==> src/rtl/celery_pkg.sv <==
// Shared Celery3D raster-path types: vertices, setup results, queued triangle
// commands and the dispatch FSM state encodings.
package celery_pkg;

  typedef struct packed {
    logic signed [15:0] x;
    logic signed [15:0] y;
    logic        [15:0] z;
  } vertex_t;

  typedef struct packed {
    logic               valid;
    logic        [15:0] min_x;
    logic        [15:0] min_y;
    logic        [15:0] max_x;
    logic        [15:0] max_y;
    logic signed [31:0] e0_c;
    logic signed [31:0] e1_c;
    logic signed [31:0] e2_c;
  } triangle_setup_t;

  typedef struct packed {
    vertex_t v0;
    vertex_t v1;
    vertex_t v2;
  } tri_cmd_t;

  typedef enum logic {S_IDLE, S_WAIT} setup_fsm_t;
  typedef enum logic {R_IDLE, R_RUN}  rast_fsm_t;

endpackage

==> src/rtl/tri_queue.sv <==
// Synchronous FIFO of triangle commands; head visible combinationally, push/pop take effect at the edge.
// Pushes while full and pops while empty are dropped; flush empties the queue at the next edge.
module tri_queue
  import celery_pkg::*;
#(
  parameter int DEPTH = 4
) (
  input  logic                     clk,
  input  logic                     rst_n,
  input  logic                     push,
  input  logic                     pop,
  input  logic                     flush,
  input  tri_cmd_t                 din,
  output tri_cmd_t                 dout,
  output logic                     full,
  output logic                     empty,
  output logic [$clog2(DEPTH):0]   level
);

  localparam int AW = $clog2(DEPTH);

  tri_cmd_t        mem [DEPTH];
  logic [AW-1:0]   wr_ptr;
  logic [AW-1:0]   rd_ptr;
  logic [AW:0]     count;
  logic            do_push;
  logic            do_pop;

  assign full    = (count == (AW+1)'(DEPTH));
  assign empty   = (count == '0);
  assign level   = count;
  assign dout    = mem[rd_ptr];
  assign do_push = push && !full && !flush;
  assign do_pop  = pop && !empty && !flush;

  always_ff @(posedge clk or negedge rst_n) begin
    if (!rst_n) begin
      wr_ptr <= '0;
      rd_ptr <= '0;
      count  <= '0;
    end else if (flush) begin
      rd_ptr <= wr_ptr;
      count  <= '0;
    end else begin
      if (do_push) wr_ptr <= wr_ptr + AW'(1);
      if (do_pop)  rd_ptr <= rd_ptr + AW'(1);
      count <= count + (AW+1)'(do_push) - (AW+1)'(do_pop);
    end
  end

  always_ff @(posedge clk) begin
    if (do_push) mem[wr_ptr] <= din;
  end

endmodule

==> src/rtl/raster_dispatch.sv <==
// Triangle front-end: queue -> setup (start/done) -> 2 result slots -> rasterizer (start/done), in order.
// setup_start 1 cycle after push, rast_start 1 cycle after setup_done; tri_ready low when full or flushing. RAST_STATS_EN builds the counters.
module raster_dispatch
  import celery_pkg::*;
#(
  parameter int QUEUE_DEPTH = 4,
  parameter int CNT_WIDTH   = 32
) (
  input  logic                           clk,
  input  logic                           rst_n,
  input  vertex_t                        v0,
  input  vertex_t                        v1,
  input  vertex_t                        v2,
  input  logic                           tri_valid,
  output logic                           tri_ready,
  input  logic                           flush,
  output vertex_t                        setup_v0,
  output vertex_t                        setup_v1,
  output vertex_t                        setup_v2,
  output logic                           setup_start,
  input  logic                           setup_done,
  input  triangle_setup_t                setup_result,
  output triangle_setup_t                rast_tri,
  output logic                           rast_start,
  input  logic                           rast_done,
  output logic [$clog2(QUEUE_DEPTH):0]   queue_level,
  output logic                           busy,
  input  logic                           stat_clear,
  output logic [CNT_WIDTH-1:0]           stat_accepted,
  output logic [CNT_WIDTH-1:0]           stat_culled,
  output logic [CNT_WIDTH-1:0]           stat_drawn
);

  tri_cmd_t        q_head;
  logic            q_full;
  logic            q_empty;
  logic            push;
  logic            issue;
  setup_fsm_t      s_state, s_next;
  rast_fsm_t       r_state, r_next;
  triangle_setup_t slot_q [2];
  logic [1:0]      slot_full;
  logic [1:0]      slot_ready;
  logic            wr_ptr;
  logic            rd_ptr;
  logic [1:0]      res_cnt;
  logic [1:0]      res_after;
  logic            setup_done_acc;
  logic            setup_ok;
  logic            setup_cull;
  logic            rast_done_acc;
  logic            can_issue;
  logic            launch;
  logic            launch_sel;
  triangle_setup_t launch_data;

  assign tri_ready = !q_full && !flush;
  assign push      = tri_valid && tri_ready;

  tri_queue #(.DEPTH(QUEUE_DEPTH)) u_queue (
    .clk   (clk),
    .rst_n (rst_n),
    .push  (push),
    .pop   (issue),
    .flush (flush),
    .din   ({v0, v1, v2}),
    .dout  (q_head),
    .full  (q_full),
    .empty (q_empty),
    .level (queue_level)
  );

  // Done strobes only count in the matching wait/run state, so stray strobes after reset are ignored.
  assign setup_done_acc = (s_state == S_WAIT) && setup_done;
  assign setup_ok       = setup_done_acc && setup_result.valid;
  assign setup_cull     = setup_done_acc && !setup_result.valid;
  assign rast_done_acc  = (r_state == R_RUN) && rast_done;

  // Reservations released this cycle can be reused at the same edge.
  assign res_after  = res_cnt - 2'(setup_cull) - 2'(rast_done_acc);
  assign can_issue  = !q_empty && !flush && !res_after[1];
  assign slot_ready = slot_full | ({2{setup_ok}} & (wr_ptr ? 2'b10 : 2'b01));

  always_comb begin
    s_next = s_state;
    issue  = 1'b0;
    case (s_state)
      S_IDLE: begin
        if (can_issue) begin
          issue  = 1'b1;
          s_next = S_WAIT;
        end
      end
      S_WAIT: begin
        if (setup_done) begin
          if (can_issue && !setup_start) issue = 1'b1;
          else                           s_next = S_IDLE;
        end
      end
      default: s_next = S_IDLE;
    endcase
  end

  always_comb begin
    r_next     = r_state;
    launch     = 1'b0;
    launch_sel = rd_ptr;
    case (r_state)
      R_IDLE: begin
        if (slot_ready[rd_ptr]) begin
          launch = 1'b1;
          r_next = R_RUN;
        end
      end
      R_RUN: begin
        if (rast_done) begin
          launch_sel = ~rd_ptr;
          if (slot_ready[~rd_ptr] && !rast_start) launch = 1'b1;
          else                                    r_next = R_IDLE;
        end
      end
      default: r_next = R_IDLE;
    endcase
    // A slot being written this cycle is forwarded straight from the setup unit.
    launch_data = slot_full[launch_sel] ? slot_q[launch_sel] : setup_result;
  end

  always_ff @(posedge clk or negedge rst_n) begin
    if (!rst_n) begin
      s_state     <= S_IDLE;
      r_state     <= R_IDLE;
      setup_start <= 1'b0;
      rast_start  <= 1'b0;
      setup_v0    <= '0;
      setup_v1    <= '0;
      setup_v2    <= '0;
      rast_tri    <= '0;
      slot_full   <= '0;
      wr_ptr      <= 1'b0;
      rd_ptr      <= 1'b0;
      res_cnt     <= '0;
    end else begin
      s_state     <= s_next;
      r_state     <= r_next;
      setup_start <= issue;
      rast_start  <= launch;
      res_cnt     <= res_after + 2'(issue);
      if (issue) begin
        setup_v0 <= q_head.v0;
        setup_v1 <= q_head.v1;
        setup_v2 <= q_head.v2;
      end
      if (launch) rast_tri <= launch_data;
      if (rast_done_acc) begin
        slot_full[rd_ptr] <= 1'b0;
        rd_ptr            <= ~rd_ptr;
      end
      if (setup_ok) begin
        slot_full[wr_ptr] <= 1'b1;
        wr_ptr            <= ~wr_ptr;
      end
    end
  end

  always_ff @(posedge clk) begin
    if (setup_ok) slot_q[wr_ptr] <= setup_result;
  end

  assign busy = !q_empty || (s_state == S_WAIT) || (|slot_full) || (r_state == R_RUN);

`ifdef RAST_STATS_EN
  logic [CNT_WIDTH-1:0] acc_q, cull_q, drawn_q;

  always_ff @(posedge clk or negedge rst_n) begin
    if (!rst_n) begin
      acc_q   <= '0;
      cull_q  <= '0;
      drawn_q <= '0;
    end else if (stat_clear) begin
      acc_q   <= '0;
      cull_q  <= '0;
      drawn_q <= '0;
    end else begin
      if (push && acc_q != '1)           acc_q   <= acc_q + CNT_WIDTH'(1);
      if (setup_cull && cull_q != '1)    cull_q  <= cull_q + CNT_WIDTH'(1);
      if (rast_done_acc && drawn_q != '1) drawn_q <= drawn_q + CNT_WIDTH'(1);
    end
  end

  assign stat_accepted = acc_q;
  assign stat_culled   = cull_q;
  assign stat_drawn    = drawn_q;
`else
  logic unused_stat_clear;
  assign unused_stat_clear = stat_clear;
  assign stat_accepted     = '0;
  assign stat_culled       = '0;
  assign stat_drawn        = '0;
`endif

endmodule

==> config.mk <==
export PLATFORM = sky130hd
export DESIGN_NAME = raster_dispatch
export DESIGN_NICKNAME = d
export VERILOG_FILES = /design/src/rtl/celery_pkg.sv /design/src/rtl/tri_queue.sv /design/src/rtl/raster_dispatch.sv
export SDC_FILE = /design/constraint.sdc
export NUM_CORES = 1
export LEC_CHECK = 0
export BUFFER_PORTS_ARGS = -buffer_cell sky130_fd_sc_hd__buf_2
export CAP_MARGIN = 25
export CORE_UTILIZATION = 40
export DETAILED_ROUTE_END_ITERATION = 8
export GPL_TIMING_DRIVEN = 0
export HOLD_SLACK_MARGIN = 0.02
export PLACE_DENSITY_LB_ADDON = 0.1
export SLEW_MARGIN = 20
export SYNTH_ARGS = -nofsm -noshare
export SYNTH_HDL_FRONTEND = slang
export SYNTH_HIERARCHICAL = 1
export SYNTH_SLANG_ARGS = --single-unit
==> constraint.sdc <==
create_clock -name clk -period 8.4 [get_ports clk]
set_clock_uncertainty 0.15 [all_clocks]
set_input_delay 1.26 -clock clk [delete_from_list [all_inputs] [get_ports clk]]
set_output_delay 1.26 -clock clk [all_outputs]
set_load 0.03 [all_outputs]
==> metrics, run 1 <==
outcome=complete, but fails checks; failing checks=DRC; critical path launch point type=input port; Total Power Consumption=0.02060 W; pwr/cell area=347.8 nW/um^2; most common cell after layout, fill and taps aside=sky130_fd_sc_hd__edfxtp_1; Yosys cell types=52; initial cell density of the core=40.38%; R2R cell count=18; DRT Pass-1 Iters=7; Mean Syn Cell Area=17.92 um^2; grt total ovfl=0; clk sink count=1,220; Internal Power=0.01338 W; DRC violation total after the first TritonRoute iteration=1,964; highest clock rate=207.7 MHz; asr flop ratio synth=26.39%; share of total power in combinational logic=32.7%; Die W=350.2 um; deepest clock path buffer count=3; antenna violations before repair=68; pin count of the biggest net entering global routing=84; Seq/Total Area, Yosys=72.21%; clock network latency to the later pin of the worst-skew pair=750 ps; number of buffers inserted by hold repair at cts=0; Die Footprint=122,700 um^2; proportion of power drawn by flip-flops and latches=38.4%; dpl hpwl=90.12 mm; crit end category=flop; Area Growth Syn to Fin=22.11%; post_cts resized=0; number of buffers added on ports=622; floorplan core area=120,100 um^2; Yosys warning count=6; Max-slew headroom=30.08%; number of storage elements in the synthesis netlist=1,220; Post-Syn Area=48,500 um^2; reg2reg setup slack=3730 ps; classification of the worst-slack hold path=in -> async; critical path peak fanout=10; slew of the pin with the lowest slew margin=1049 ps; Arrival @ worst endpoint=5270 ps; number of nets with antenna violations after routing=0; global-route wire length before repair=193.5 mm; setup bufs post-CTS=0; share of total power in the clock network=28.9%; share of post-route cells with drive strength above 1=41.05%; switching part of the total=35.02%; vias in the first global route=29.59k; clock slew at the register clock pins of the worst setup and hold paths=60 ps; Via density=5.319; peak ir drop on the vdd network=0.2812 mV; kind of critical path=in -> reg; cell count after synthesis=2,707; setup repair after global routing missed its margin=no; wirelength, routed=132.6 mm; launching element of the worst setup path=setup_result[160]; number of nets in the layout=3,910; number of failing hold endpoints at the final stage=0; setup TNS=0 ps; wire length per cell after detailed routing=24.78 um; final setup violating endpoints=0; Critical Path End=u_queue/level[2]; part of the cycle the worst path needs=57.31%; ports placed on the boundary=720; worst flop-to-flop path startpoint=r_state; Post-Layout Inst Area=59,230 um^2; most frequent cells in the layout=sky130_fd_sc_hd__edfxtp_1, sky130_fd_sc_hd__buf_2, sky130_fd_sc_hd__dfrtp_1, sky130_fd_sc_hd__mux2_2, sky130_fd_sc_hd__inv_1; final worst path period need=4814 ps; H-tree level count=4; CTS tree=yes; data required time at the worst endpoint=8860 ps; Placement Rows=127; leading register cell type out of synthesis=sky130_fd_sc_hd__edfxtp_1; total via count after detailed routing=28.46k; global-route usage over all layers=21.36%; leakage power figure=22.36 nW; net switching power=0.007215 W; final setup margin=3586 ps; max-slew violation total from the final report=0; Root Buffer Master=sky130_fd_sc_hd__clkbuf_16; total clock buffers created by CTS=138; die height=350.2 um; Crit Reg-Reg Endpoint=u_queue/level[2]; Post-synth EDFFs=898; Residual DRC=2; final weighted congestion in routability-driven placement=0.8128; total cell area at the placement stage=54,620 um^2; number of violations of the max-capacitance limit=0; Worst Setup Slack post-DPL=2708 ps
worst min path at each step:
| stage | start | to | slack [ps] | depth (start not counted) |
|---|---|---|---|---|
| floorplan | wr_ptr | wr_ptr | 300 | 1 |
| global placement | wr_ptr | wr_ptr | 320 | 1 |
| detailed placement | wr_ptr | wr_ptr | 320 | 1 |
| CTS | rst_n | rast_tri[39] | 220 | 1 |
| global route | rst_n | rast_tri[39] | 240 | 1 |
| finish | rst_n | rast_tri[39] | 250 | 1 |
power groups by stage:
stage / clock [W] / sequential (W) / combinational, W
6_report: 0.00596 / 0.00790 / 0.00674
5_1_grt: 0.00635 / 0.00801 / 0.00717
4_1_cts: 0.00611 / 0.00791 / 0.00684
3_5_place_dp: 0 / 0.00802 / 0.00683
3_3_place_gp: 0 / 0.00804 / 0.00669
2_1_floorplan: 0 / 0.00946 / 0.00302
Yosys cell counts, drive strengths merged, types with 3 or more instances:
master  count  share of area [%]
nand2       6              0.046
inv       170                1.3
o311ai    162                2.9
xor2        3              0.054
o21ai       6              0.062
clkbuf     93               0.72
mux2      306                7.2
xnor2       5              0.090
and2        6              0.077
nand3       3              0.041
nand4     161                2.1
nor2        6              0.046
mux4      144                6.7
buf       217                3.2
o211ai    161                2.5
edfxtp    898                 56
ha          7               0.18
dfrtp     322                 17
state kept, by name, summed over array words and instances, names as in the netlist, 2 cells and up:
register        count
rast_tri          161
res_cnt             2
setup_v0           48
setup_v1           48
setup_v2           48
slot_full           2
slot_q            322
u_queue/level       3
u_queue/mem       576
u_queue/rd_ptr      2
u_queue/wr_ptr      2
area by class of cell:
cell class                 count  area [um^2]
antenna                       33        82.58
inverter                     170        638.1
sequential                  1220        35020
fill                       10245        60900
clock buffer                 195         3860
multi-input combinational   1102        11320
clock inverter                61        660.6
buffer                       310         1902
timing repair buffer         647         3721
tap                         1612         2017
metal layers:
metal  global-route usage, %  share of wire (%)  vias to the layer above
li1                        -                  -                    12446
met1                   25.93                 38                    14601
met2                   35.23                 49                     1048
met3                   7.210                9.0                      296
met4                   8.012                3.2                       66
met5                       0               0.34                        -
metrics by stage:
| step | std cells | hold slack (ps) | util, % |
|---|---|---|---|
| global route | 5333 | 240.8 | 49.27 |
| detailed placement | 5061 | 324.5 | 45.47 |
| CTS | 5317 | 217.2 | 49.23 |
| global placement | 5036 | 316.0 | 44.94 |
| finish | 5350 | 248.6 | 49.30 |
| floorplan | 2802 | 302.5 | - |
critical path, cell delays in order:
cell and delay [ps]:
sky130_fd_sc_hd__buf_2 140, sky130_fd_sc_hd__inv_1 80, sky130_fd_sc_hd__and3_1 200, sky130_fd_sc_hd__fa_1 410, sky130_fd_sc_hd__xnor2_1 190, sky130_fd_sc_hd__nand3_1 90
sky130_fd_sc_hd__clkbuf_2 460, sky130_fd_sc_hd__buf_2 420, sky130_fd_sc_hd__buf_2 360, sky130_fd_sc_hd__inv_1 230, sky130_fd_sc_hd__o31ai_1 160, sky130_fd_sc_hd__nor2_1 80
sky130_fd_sc_hd__ha_1 310, sky130_fd_sc_hd__inv_1 60, sky130_fd_sc_hd__ha_1 130, sky130_fd_sc_hd__inv_1 50, sky130_fd_sc_hd__fa_1 400, sky130_fd_sc_hd__xnor2_1 160
sky130_fd_sc_hd__nor2_1 50
logic make-up (layout without fill, tap and decap cells):
| family | after synthesis | count (layout) | synth area share [%] |
|---|---|---|---|
| buf+inv | 480 | 1383 | 5.206 |
| other cells | 1 | 129 | 0.007732 |
| simple gates | 198 | 198 | 2.595 |
| flops | 1220 | 1220 | 72.21 |
| mux | 450 | 450 | 13.87 |
| compound gates | 341 | 341 | 5.706 |
| xor+xnor | 8 | 8 | 0.1445 |
| fa+ha+maj | 9 | 9 | 0.2631 |
(Power assumes the default switching activity.)
==> run 2, diff against run 1 <==
- ABC_AREA: default -> 1
- clock period: 8.4 -> 4.6 ns (I/O delays scaled with it)
==> run 2 against run 1 <==
Effect of this change:
- the run now ends clean
- worst setup slack lost 3100 ps
- first-iteration DRC count up 21%
- synthesized cell count increased by 59%
- flip-flop and latch count is the same
- clock power rose by 80%
- combinational power increased by 100%
- count of clock-buffer cells in the layout grew 5
- largest cell class unchanged
==> metrics, run 2 <==
outcome=complete, no violations; pin count of the biggest net entering global routing=84 (unchanged); most frequent cells in the layout=sky130_fd_sc_hd__nand2_1, sky130_fd_sc_hd__edfxtp_1, sky130_fd_sc_hd__buf_2, sky130_fd_sc_hd__nand3_1, sky130_fd_sc_hd__dfrtp_1; number of nets in the layout=5,839 (+49%); Root Buffer Master=sky130_fd_sc_hd__clkbuf_16; peak ir drop on the vdd network=0.3464 mV (+23%); final setup violating endpoints=0 (unchanged); share of total power in combinational logic=35.3% (+2.6 points); final worst path period need=4115 ps; switching part of the total=38.70% (+3.7 points); most common cell after layout, fill and taps aside=sky130_fd_sc_hd__nand2_1; max reg flops=576 (unchanged); CTS tree=yes; number of failing hold endpoints at the final stage=0 (unchanged); data required time at the worst endpoint=4870 ps (-3990 ps); leading register cell type out of synthesis=sky130_fd_sc_hd__edfxtp_1; number of nets with antenna violations after routing=0 (unchanged); reg2reg setup slack=480 ps (-3250 ps); Yosys warning count=6 (unchanged); number of buffers added on ports=622 (unchanged); Arrival @ worst endpoint=4380 ps (-890 ps); Worst path depth=10 (-9); leakage power figure=26.91 nW (+20%); DRC violation total after the first TritonRoute iteration=2,367 (+21%); Die W=351.5 um (+0.36%); number of storage elements in the synthesis netlist=1,220 (unchanged); final core occ=52.26% (+3.0 points); share of total power in the clock network=27.6% (-1.3 points); number of violations of the max-capacitance limit=0 (unchanged); sequence of cells on the critical path=nor2_1 > nand2_1 > inv_1 > nor3b_2 > nand3_1 > nor2_4 > buf_16 > buf_12 > buf_12 > buf_12; vias in the first global route=34.71k (+17%); DRT Pass-1 Iters=5 (-2); cell seen most often among critical-path stages=sky130_fd_sc_hd__buf_12; deepest clock path buffer count=3 (unchanged); kind of critical path=reg -> reg; initial cell density of the core=40.56% (+0.19 points); Mean Syn Cell Area=11.32 um^2 (-37%); R2R cell count=10 (-8); largest registers=u_queue/mem (576), slot_q (322), rast_tri (161); classification of the worst-slack hold path=in -> reg; antenna violations before repair=25 (-63%); top cells by area, synth=sky130_fd_sc_hd__edfxtp_1, sky130_fd_sc_hd__dfrtp_1, sky130_fd_sc_hd__nand2_1; Residual DRC=0 (-2); critical path launch point type=flop; H-tree level count=4 (unchanged); Post-Layout Inst Area=62,940 um^2 (+6.3%); crit end category=flop; Commonest cells post-synth=sky130_fd_sc_hd__nand2_1, sky130_fd_sc_hd__edfxtp_1, sky130_fd_sc_hd__nand3_1, sky130_fd_sc_hd__dfrtp_1, sky130_fd_sc_hd__nor2_1; worst flop-to-flop path startpoint=u_queue/level[1]; Post-synth EDFFs=898 (unchanged); final setup margin=484.8 ps (-3101 ps); wirelength, routed=147.0 mm (+11%); clock network latency to the later pin of the worst-skew pair=740 ps (about the same); total clock buffers created by CTS=135 (-2.2%); grt total ovfl=0 (unchanged); slowest cell delay on critical path=640 ps (+180 ps); share of the synthesized area in the top cell type=55.20% (-0.40 points); part of the cycle the worst path needs=89.46%; Critical Path End=u_queue/mem[1][26]; most frequently used cell type in the post-synthesis netlist=sky130_fd_sc_hd__nand2_1; slew of the pin with the lowest slew margin=821.8 ps (-227.0 ps); Placement Rows=127 (unchanged); max-slew violation total from the final report=0 (unchanged); clock slew at the register clock pins of the worst setup and hold paths=60 ps (about the same); slowest cell on the critical path=sky130_fd_sc_hd__nor3b_2; pwr/cell area=614.9 nW/um^2 (+77%); highest clock rate=243.0 MHz; floorplan core area=120,400 um^2 (+0.26%); Max-slew headroom=45.21% (+15 points); global-route wire length before repair=216.2 mm (+12%); die height=351.5 um (+0.36%); largest register by flop count=u_queue/mem; Post-Syn Area=48,860 um^2 (+0.73%); share of post-route cells with drive strength above 1=19.98% (-21 points); total via count after detailed routing=35.51k (+25%); Worst Path Buf+Inv=5 (-3); wire length per cell after detailed routing=20.25 um (-18%); final weighted congestion in routability-driven placement=0.8305 (+2.2%); Via density=4.893 (-8.0%); proportion of power drawn by flip-flops and latches=37.1% (-1.3 points); net switching power=0.01498 W (+110%); ports placed on the boundary=720 (unchanged); Internal Power=0.02372 W (+77%); Yosys cell types=31 (-40%); dpl hpwl=100.8 mm (+12%); Die Footprint=123,500 um^2 (+0.72%); critical path peak fanout=22 (+12); setup repair after global routing missed its margin=no; Area Growth Syn to Fin=28.83%; total cell area at the placement stage=55,430 um^2 (+1.5%); post_cts resized=0 (unchanged); cell class contributing the biggest share of worst-path delay=simple AND/OR/NAND/NOR gates; launching element of the worst setup path=u_queue/level[1]; clk sink count=1,220 (unchanged); Crit Reg-Reg Endpoint=u_queue/mem[1][26]; global-route usage over all layers=23.41% (+2.1 points); cell count after synthesis=4,317 (+59%); setup bufs post-CTS=0 (unchanged); cell accounting for the most synthesized area=sky130_fd_sc_hd__edfxtp_1; Worst Setup Slack post-DPL=-261.3 ps (-2969 ps); Seq/Total Area, Yosys=71.69% (-0.52 points); asr flop ratio synth=26.39% (unchanged)
==> run 2: final cells by class <==
cell class | count | area, um^2
plain buffers | 375 | 2083
clock buffers | 200 | 3939
inverters | 29 | 121.4
diodes | 14 | 35.03
flip-flops and latches | 1220 | 35020
multi-input cells | 2787 | 12030
fillers | 10779 | 57510
clock inverters | 51 | 511.7
repair buffers | 970 | 7182
well taps | 1612 | 2017
==> run 2: cells by family after synthesis <==
family          synth area share, %
other cells                0.007676
buf+inv                       4.505
fa+ha+maj                    0.2612
simple gates                  18.64
compound gates                4.861
flops                         71.69
xor+xnor                    0.03586
==> run 2: how the worst min path moves through the flow <==
stage / from / end / slack (ps) / cells past startpoint
floorplan: rst_n / r_state / 240 / 0
global placement: setup_v0[14] / setup_v0[14] / 310 / 2
detailed placement: setup_v1[12] / setup_v1[12] / 310 / 2
CTS: rast_done / r_state / 30 / 4
global route: setup_result[87] / slot_q[0][87] / 40 / 1
finish: rast_done / r_state / 90 / 4
==> run 2: power groups by stage <==
stage	registers, W	clock network (W)	logic, W
after detailed placement	0.0146	0	0.0135
after global placement	0.0146	0	0.0134
final	0.0144	0.0107	0.0137
after CTS	0.0144	0.0109	0.0138
after global routing	0.0145	0.0113	0.0150
after floorplan	0.0171	0	0.00617
==> run 2: through the flow <==
stage / setup TNS, ps / hold WS [ps] / std cells / total power, W
finish: 0 / 87.72 / 7258 / 0.03870
global route: 0 / 44.55 / 7254 / 0.04089
CTS: 0 / 26.41 / 7245 / 0.03912
detailed placement: -490.2 / 309.4 / 6691 / 0.02810
global placement: -5657100 / 308.8 / 6646 / 0.02799
floorplan: -691520 / 244.4 / 4412 / 0.02328
==> run 2: worst reg2reg max path: stages, from the launching register on <==
cell	delay (ps)
sky130_fd_sc_hd__dfrtp_1	430
sky130_fd_sc_hd__nor2_1	90
sky130_fd_sc_hd__nand2_1	250
sky130_fd_sc_hd__inv_1	160
sky130_fd_sc_hd__nor3b_2	640
sky130_fd_sc_hd__nand3_1	580
sky130_fd_sc_hd__nor2_4	610
sky130_fd_sc_hd__buf_16	240
sky130_fd_sc_hd__buf_12	200
sky130_fd_sc_hd__buf_12	210
sky130_fd_sc_hd__buf_12	220
==> run 2: metal layers <==
layer | global-route usage (%) | vias up | share of wire (%)
met5 | 0 | - | 0.11
met4 | 7.152 | 24 | 2.5
met3 | 6.371 | 225 | 7.7
met2 | 38.25 | 1079 | 48
met1 | 30.33 | 17089 | 42
li1 | - | 17095 | -
==> run 2: timing repair <==
item                                    4_1_cts  5_1_grt
endpoints found under the setup margin        0        2
endpoints found under the hold margin       942        0
hold buffers                                303        0
